File: src/rtl/nrisc_pkg.sv
// nrisc_pkg: shared NRISC constants, ULA opcodes and multiplier sequencer state type.
package nrisc_pkg;
    localparam int TAM_DEFAULT = 16;

    localparam logic [3:0] ULA_ADD = 4'b0000;
    localparam logic [3:0] ULA_SUB = 4'b0001;
    localparam logic [3:0] ULA_SHR = 4'b0101;
    localparam logic [3:0] ULA_SHL = 4'b0110;

    typedef enum logic [1:0] {IDLE, ADD, SHIFT, DONE} mul_state_t;
endpackage

File: src/rtl/nrisc_mul_seq.sv
// nrisc_mul_seq: shift-and-add multiplier that borrows the shared ULA, bypassing ex_* when idle.
module nrisc_mul_seq
    import nrisc_pkg::*;
#(
    parameter int TAM = TAM_DEFAULT
) (
    input  logic           clk,
    input  logic           rst,
    input  logic           start,
    input  logic [TAM-1:0] op_a,
    input  logic [TAM-1:0] op_b,
    output logic           busy,
    output logic           done,
    output logic [TAM-1:0] result,
    input  logic [TAM-1:0] ex_a,
    input  logic [TAM-1:0] ex_b,
    input  logic [3:0]     ex_ctrl,
    output logic           ex_stall,
    output logic [TAM-1:0] ula_a,
    output logic [TAM-1:0] ula_b,
    output logic [3:0]     ula_ctrl,
    input  logic [TAM-1:0] ula_out
);
    mul_state_t state;
    logic [TAM-1:0] m, q, p;

    assign busy     = state != IDLE;
    assign done     = state == DONE;
    assign ex_stall = busy;

    always_comb begin
        ula_a    = state == ADD ? p : state == SHIFT ? m : ex_a;
        ula_b    = state == ADD ? m : state == SHIFT ? '0 : ex_b;
        ula_ctrl = state == ADD ? ULA_ADD : state == SHIFT ? ULA_SHL : ex_ctrl;
    end

    // q is nonzero in SHIFT, so the loop always reaches an ADD that can finish
    always_ff @(posedge clk) begin
        if (rst) begin
            state  <= IDLE;
            m      <= '0;
            q      <= '0;
            p      <= '0;
            result <= '0;
        end else begin
            case (state)
                IDLE: if (start) begin
                    m     <= op_a;
                    q     <= op_b;
                    p     <= '0;
                    state <= op_b == '0 ? DONE : op_b[0] ? ADD : SHIFT;
                end
                ADD: begin
                    p     <= ula_out;
                    state <= q[TAM-1:1] == '0 ? DONE : SHIFT;
                end
                SHIFT: begin
                    m     <= ula_out;
                    q     <= q >> 1;
                    state <= q[1] ? ADD : SHIFT;
                end
                DONE: begin
                    result <= p;
                    state  <= IDLE;
                end
                default: state <= IDLE;
            endcase
        end
    end
endmodule

File: config.mk
export PLATFORM = sky130hd
export DESIGN_NAME = nrisc_mul_seq
export DESIGN_NICKNAME = d
export VERILOG_FILES = /design/src/rtl/nrisc_pkg.sv /design/src/rtl/nrisc_mul_seq.sv
export SDC_FILE = /design/constraint.sdc
export NUM_CORES = 1
export LEC_CHECK = 0
export BUFFER_PORTS_ARGS = -buffer_cell sky130_fd_sc_hd__buf_2
export CAP_MARGIN = 20
export CORE_ASPECT_RATIO = 0.9
export CORE_MARGIN = 8
export CORE_UTILIZATION = 53
export DETAILED_ROUTE_END_ITERATION = 6
export PLACE_DENSITY = 0.95
export SLEW_MARGIN = 20
export SYNTH_ARGS = -nofsm -noshare
export SYNTH_HDL_FRONTEND = slang
export SYNTH_SLANG_ARGS = --single-unit
File: constraint.sdc
create_clock -name clk -period 3.3 [get_ports clk]
set_input_delay 0.33 -clock clk [delete_from_list [all_inputs] [get_ports clk]]
set_output_delay 0.33 -clock clk [all_outputs]
set_load 0.01 [all_outputs]
==> flow_summary.json, run 1 <==
{
  "viasPerCell": 5.80,
  "syn-num-nets": 496,
  "yosysMostFrequentCell": "dfxtp_1",
  "setup_ws_ns": 0.678,
  "synth.cell_area_mm2": 0.00355,
  "fin_cells": 625,
  "post_cts_buffers": 0,
  "fin_crit_sh": 0.794,
  "start_util": 0.545,
  "ctsHoldBuffers": 0,
  "worst_clock_skew_ns": 0.00958,
  "dp.cells": 608,
  "power.static_leakage_nw": 2.06,
  "hold_start": "ula_out[1]",
  "antenna_left": 0,
  "synthToLayoutAreaGrowth_pct": 24.9,
  "setup_tns_ns": 0,
  "synth_edf_count": 0,
  "die_y_um": 93.6,
  "path_class": "register to output port",
  "drc": 0,
  "dp.final_hpwl_um": 8410,
  "antenna_found_initial": 0,
  "setup_viol": 0,
  "synth-seq-cells": 65,
  "startpoint_type": "register",
  "yosys-top-cells-area": "dfxtp_1, mux2i_1, a211oi_1, nor2_1, mux2_2",
  "finalCriticalPeriod_ns": 2.62,
  "fp.dieW_um": 102,
  "fillerInstances": 547,
  "insertion_delay_ns": 0.34,
  "ys_warn_count": 0,
  "crit_start": "state[1]$_SDFFE_PP0P_",
  "core_mm2": 0.00652,
  "fmax_mhz": 381,
  "place_ws_ns": 1.02,
  "clk_pin_slew_worst_paths_ns": 0.07,
  "htreeDepth": 3,
  "wl_um": 11400,
  "grt_use_total": 0.235,
  "relSlewSlack": 0.450,
  "worstMarginPinSlew_ns": 0.824,
  "synthTopCellsByCount": "dfxtp_1, nor2_1, a211oi_1",
  "status": "finished clean",
  "grt_overflow_total": 0,
  "crit_path_end_kind": "output port",
  "clock-sinks": 65,
  "vias": 3626,
  "die-area_mm2": 0.00957,
  "routedWlPerCell_um": 18.3,
  "yosysTopAreaCell": "dfxtp_1",
  "drive_gt1_frac": 0.348,
  "timing.hold.ws_ns": 0.274,
  "slew_violations": 0,
  "io_pins": 142,
  "maxCapViolCount": 0,
  "drtIter0Drc": 258,
  "cts-root-buf": "clkbuf_8",
  "clock_path_buffers": 2,
  "synth_cell_type_count": 30,
  "netlist.area_leader.share": 0.367,
  "grt_pass1_vias": 3555,
  "ys_async_sr_fraction": 0,
  "critPathRequiredTime_ns": 2.97,
  "finalNetCount": 617,
  "cts-resized-gates": 0,
  "r2r-start": "state[1]$_SDFFE_PP0P_",
  "powerDensity_mw_per_mm2": 510,
  "ir_drop_mv": 0.445,
  "cts_made_buffers": 9,
  "final_hold_viol_count": 0,
  "hold_path.class": "primary input to register",
  "rsz0062_at_grt": "false",
  "drt_pass1_iterations": 5,
  "arrival_ns": 2.29,
  "num_rows": 28,
  "grt_max_degree": 66,
  "grt_pass1_wl_um": 17800,
  "synthCells": 409,
  "synth_ff_type": "dfxtp_1",
  "synth.avg_cell_area_um2": 8.68,
  "cts_tree": "done",
  "final_util": 0.680,
  "yosysSeqAreaShare": 0.367,
  "portBuffers": 141,
  "path_max_fanout": 26,
  "place.gp.congestion": 0.955,
  "diodes": 0
}
through the flow:
stage	instance area, um^2	power (mW)
floorplan	3550	1.34
global placement	4200	1.52
detailed placement	4200	1.54
CTS	4410	2.25
global route	4430	2.36
finish	4430	2.26
routing by layer:
metal	wire length [um]	GRT usage	up-vias	part of all wire
met1	4710	0.305	1710	0.41
met4	247	0.0855	0	0.022
li1	-	-	1724	-
met5	0	0	-	0
met3	994	0.0668	23	0.087
met2	5480	0.362	169	0.48
kinds of logic (layout without fill, tap and decap cells):
group,after synthesis,count (layout),synth area share
compound gates,120,120,0.236
simple gates,120,120,0.149
flops,65,65,0.367
mux,62,62,0.181
buf+inv,42,168,0.0677
sequential cells by signal, summed over array words and instances (netlist names):
| name | count |
|---|---|
| m | 16 |
| p | 16 |
| result | 16 |
| q | 15 |
| state | 2 |
placed cells by master, fill, tap and decap left out, drive strengths merged:
master    netlist  final
o22a            1      1
bufinv          0      2
nor3            2      2
and3            3      3
nand2          36     36
dfxtp          65     65
clkinvlp        0      1
a22o           16     16
mux2i          46     46
clkinv          1      4
buf            22    148
a211oi         47     47
a41o            1      1
nor4            6      6
a21oi          34     34
mux2           16     16
nand3           1      1
a32oi           1      1
inv             3      3
a22oi          16     16
nor2           53     53
nor2b          17     17
nand2b          2      2
o21bai          1      1
clkbuf         16     10
o21ai           3      3
final timing paths:
check	end	cells past startpoint	slack (ns)
worst max-delay path	done	4	0.68
worst max register to register	q[13]$_SDFFE_PP0P_	5	1.00
worst min register to register	result[6]$_SDFFE_PP0P_	2	0.46
worst min-delay path	p[1]$_SDFFE_PP0P_	3	0.27
where the power goes:
part	internal [mW]	switching [mW]	total [mW]
sequential	0.844	0.0808	0.925
combinational	0.283	0.329	0.611
clock	0.421	0.302	0.723
total	1.55	0.711	2.26
area by class of cell:
class | instances | area (um^2) | area share
multi-input combinational | 302 | 2020 | 0.455
sequential | 65 | 1300 | 0.294
timing repair buffer | 148 | 773 | 0.174
clock buffer | 10 | 128 | 0.0288
tap | 90 | 113 | 0.0254
clock inverter | 6 | 82.6 | 0.0186
inverter | 4 | 15.0 | 0.00339
worst max-delay path, stage by stage, from the launching register on:
cell	delay, ns
dfxtp_2	0.72
buf_4	0.39
nand2_2	0.26
clkinv_1	0.38
buf_2	0.20
(Power assumes the default switching activity.)
==> run 2, diff against run 1 <==
--- a/config.mk
+++ b/config.mk
@@ -9,9 +9,9 @@
 export CAP_MARGIN = 20
 export CORE_ASPECT_RATIO = 0.9
 export CORE_MARGIN = 8
-export CORE_UTILIZATION = 53
+export CORE_UTILIZATION = 49
 export DETAILED_ROUTE_END_ITERATION = 6
-export PLACE_DENSITY = 0.95
+export PLACE_DENSITY = 0.91
 export SLEW_MARGIN = 20
 export SYNTH_ARGS = -nofsm -noshare
 export SYNTH_HDL_FRONTEND = slang
==> constraint.sdc (replaced) <==
create_clock -name clk -period 2.7 [get_ports clk]
set_input_delay 0.27 -clock clk [delete_from_list [all_inputs] [get_ports clk]]
set_output_delay 0.27 -clock clk [all_outputs]
set_load 0.01 [all_outputs]
==> run 2 against run 1 <==
Against the previous run:
- setup slack got worse by 0.42 ns
- non-clock buffer count grew 5
- sequential share of layout area shrank 0.29 points
- critical endpoint is now ula_a[2]
- utilization decreased by 4.4 points
- wire length down 0.26%
- global-route usage down 1.5 points
- combinational power grew 22%
==> flow_summary.json, run 2 (synthesized netlist as in run 1, its figures left out) <==
{
  "clk_pin_slew_worst_paths_ns": 0.07,
  "cp_top_family": "buffers and inverters",
  "timing.hold.ws_ns": 0.199,
  "slew_violations": 0,
  "powerDensity_mw_per_mm2": 630,
  "dp.cells": 617,
  "place.gp.congestion": 0.858,
  "internal_power_mw": 1.93,
  "relSlewSlack": 0.514,
  "viasPerCell": 5.59,
  "fin_area_mm2": 0.00448,
  "grt_max_degree": 35,
  "worstMarginPinSlew_ns": 0.728,
  "p_switching_mw": 0.893,
  "max_stage_delay_ns": 0.68,
  "slowest_stage": "dfxtp_2",
  "final_util": 0.636,
  "p_comb_frac": 0.264,
  "drtIter0Drc": 198,
  "io_pins": 142,
  "hold_path_end": "p[0]$_SDFFE_PP0P_",
  "crit_buf_inv": 3,
  "ff2ff_path_depth": 4,
  "clock-sinks": 65,
  "grt_use_total": 0.220,
  "vias": 3541,
  "routedWlPerCell_um": 18.0,
  "mostFrequentLayoutCells": "buf_2, dfxtp_1, nor2_1",
  "seqPwrFrac": 0.399,
  "largestRegisters": "m (16), p (16), result (16)",
  "drc": 0,
  "worst_clock_skew_ns": 0.00760,
  "grt_pass1_vias": 3593,
  "setup_tns_ns": 0,
  "cts-root-buf": "clkbuf_8",
  "grt_overflow_total": 0,
  "arrival_ns": 2.17,
  "grt_pass1_wl_um": 18600,
  "setup_ws_ns": 0.256,
  "rsz0062_at_grt": "false",
  "timing.critical_path.mode_cell": "buf_4",
  "hold_path.class": "primary input to register",
  "hold_start": "ula_out[0]",
  "maxCapViolCount": 0,
  "fp.dieW_um": 106,
  "final_common_cell": "buf_2",
  "fin_crit_sh": 0.905,
  "portBuffers": 141,
  "crit_path_end_kind": "output port",
  "diodes": 0,
  "r2r-start": "state[0]$_SDFFE_PP0P_",
  "fin_cells": 633,
  "r2r_slack_ns": 0.77,
  "post_cts_buffers": 0,
  "finalCriticalPeriod_ns": 2.44,
  "power_mw": 2.82,
  "fmax_mhz": 409,
  "drive_gt1_frac": 0.356,
  "htreeDepth": 3,
  "synthToLayoutAreaGrowth_pct": 26.1,
  "path_class": "register to output port",
  "final_hold_viol_count": 0,
  "start_util": 0.504,
  "ctsHoldBuffers": 0,
  "dp.final_hpwl_um": 8870,
  "r2r_end": "q[12]$_SDFFE_PP0P_",
  "status": "finished clean",
  "cts_tree": "done",
  "clock_path_buffers": 2,
  "path_max_fanout": 24,
  "ir_drop_mv": 0.350,
  "switching_share": 0.316,
  "finalNetCount": 622,
  "fillerInstances": 618,
  "power.static_leakage_nw": 2.09,
  "drt_pass1_iterations": 4,
  "post_dp_cell_area_mm2": 0.00425,
  "startpoint_type": "register",
  "wl_um": 11400,
  "worstPathCellList": "buf_4 -> buf_4 -> nor2b_1 -> a211oi_1 -> a21oi_1 -> buf_2",
  "p_clk_frac": 0.337,
  "die_y_um": 96.7,
  "place_ws_ns": 0.680,
  "antenna_left": 0,
  "antenna_found_initial": 0,
  "critPathRequiredTime_ns": 2.43,
  "insertion_delay_ns": 0.33,
  "num_rows": 29,
  "core_mm2": 0.00704,
  "cts_made_buffers": 9,
  "cts-resized-gates": 0,
  "holdPathStages": 3,
  "setup_viol": 0,
  "die-area_mm2": 0.0102
}
==> run 2: final cells by class <==
type	instances	area (um^2)	share of cell area
multi-input cells	302	2020	0.451
flip-flops and latches	65	1300	0.291
repair buffers	153	796	0.178
clock buffers	10	138	0.0308
well taps	93	116	0.0260
clock inverters	6	90.1	0.0201
inverters	4	15.0	0.00335
==> run 2: tightest hold or removal path: cells and delay by family <==
| kind | cells | cell delay, ns |
|---|---|---|
| simple gates | 1 | 0.08 |
| compound gates | 1 | 0.07 |
| buf+inv | 1 | 0.09 |
==> run 2: how the worst max path moves through the flow <==
stage / from / endpoint / slack [ns] / depth (start not counted)
4_1_cts: state[1]$_SDFFE_PP0P_ / ula_a[2] / 0.24 / 6
3_5_place_dp: state[1]$_SDFFE_PP0P_ / ula_b[12] / 0.68 / 4
5_1_grt: state[1]$_SDFFE_PP0P_ / ula_a[2] / 0.09 / 6
2_1_floorplan: state[1]$_SDFFE_PP0P_ / ula_b[10] / 1.16 / 4
6_report: state[1]$_SDFFE_PP0P_ / ula_a[2] / 0.26 / 6
3_3_place_gp: state[1]$_SDFFE_PP0P_ / ula_b[12] / 0.74 / 4
==> run 2: power groups by stage <==
stage / Combinational (mW) / Sequential (mW) / Clock (mW)
after global placement: 0.725 / 1.14 / 0
after detailed placement: 0.744 / 1.14 / 0
after floorplan: 0.540 / 1.09 / 0
after global routing: 0.821 / 1.13 / 1.01
final: 0.745 / 1.13 / 0.950
after CTS: 0.749 / 1.12 / 0.958
==> run 2: routing by layer <==
metal  routed length (um)  share of wire  vias to the layer above  GRT usage
met5                    0              0                        -          0
met4                  138          0.012                        0     0.0595
met3                  882          0.077                       13     0.0603
met2                 5440           0.48                      129      0.351
met1                 4930           0.43                     1656      0.283
li1                     -              -                     1743          -
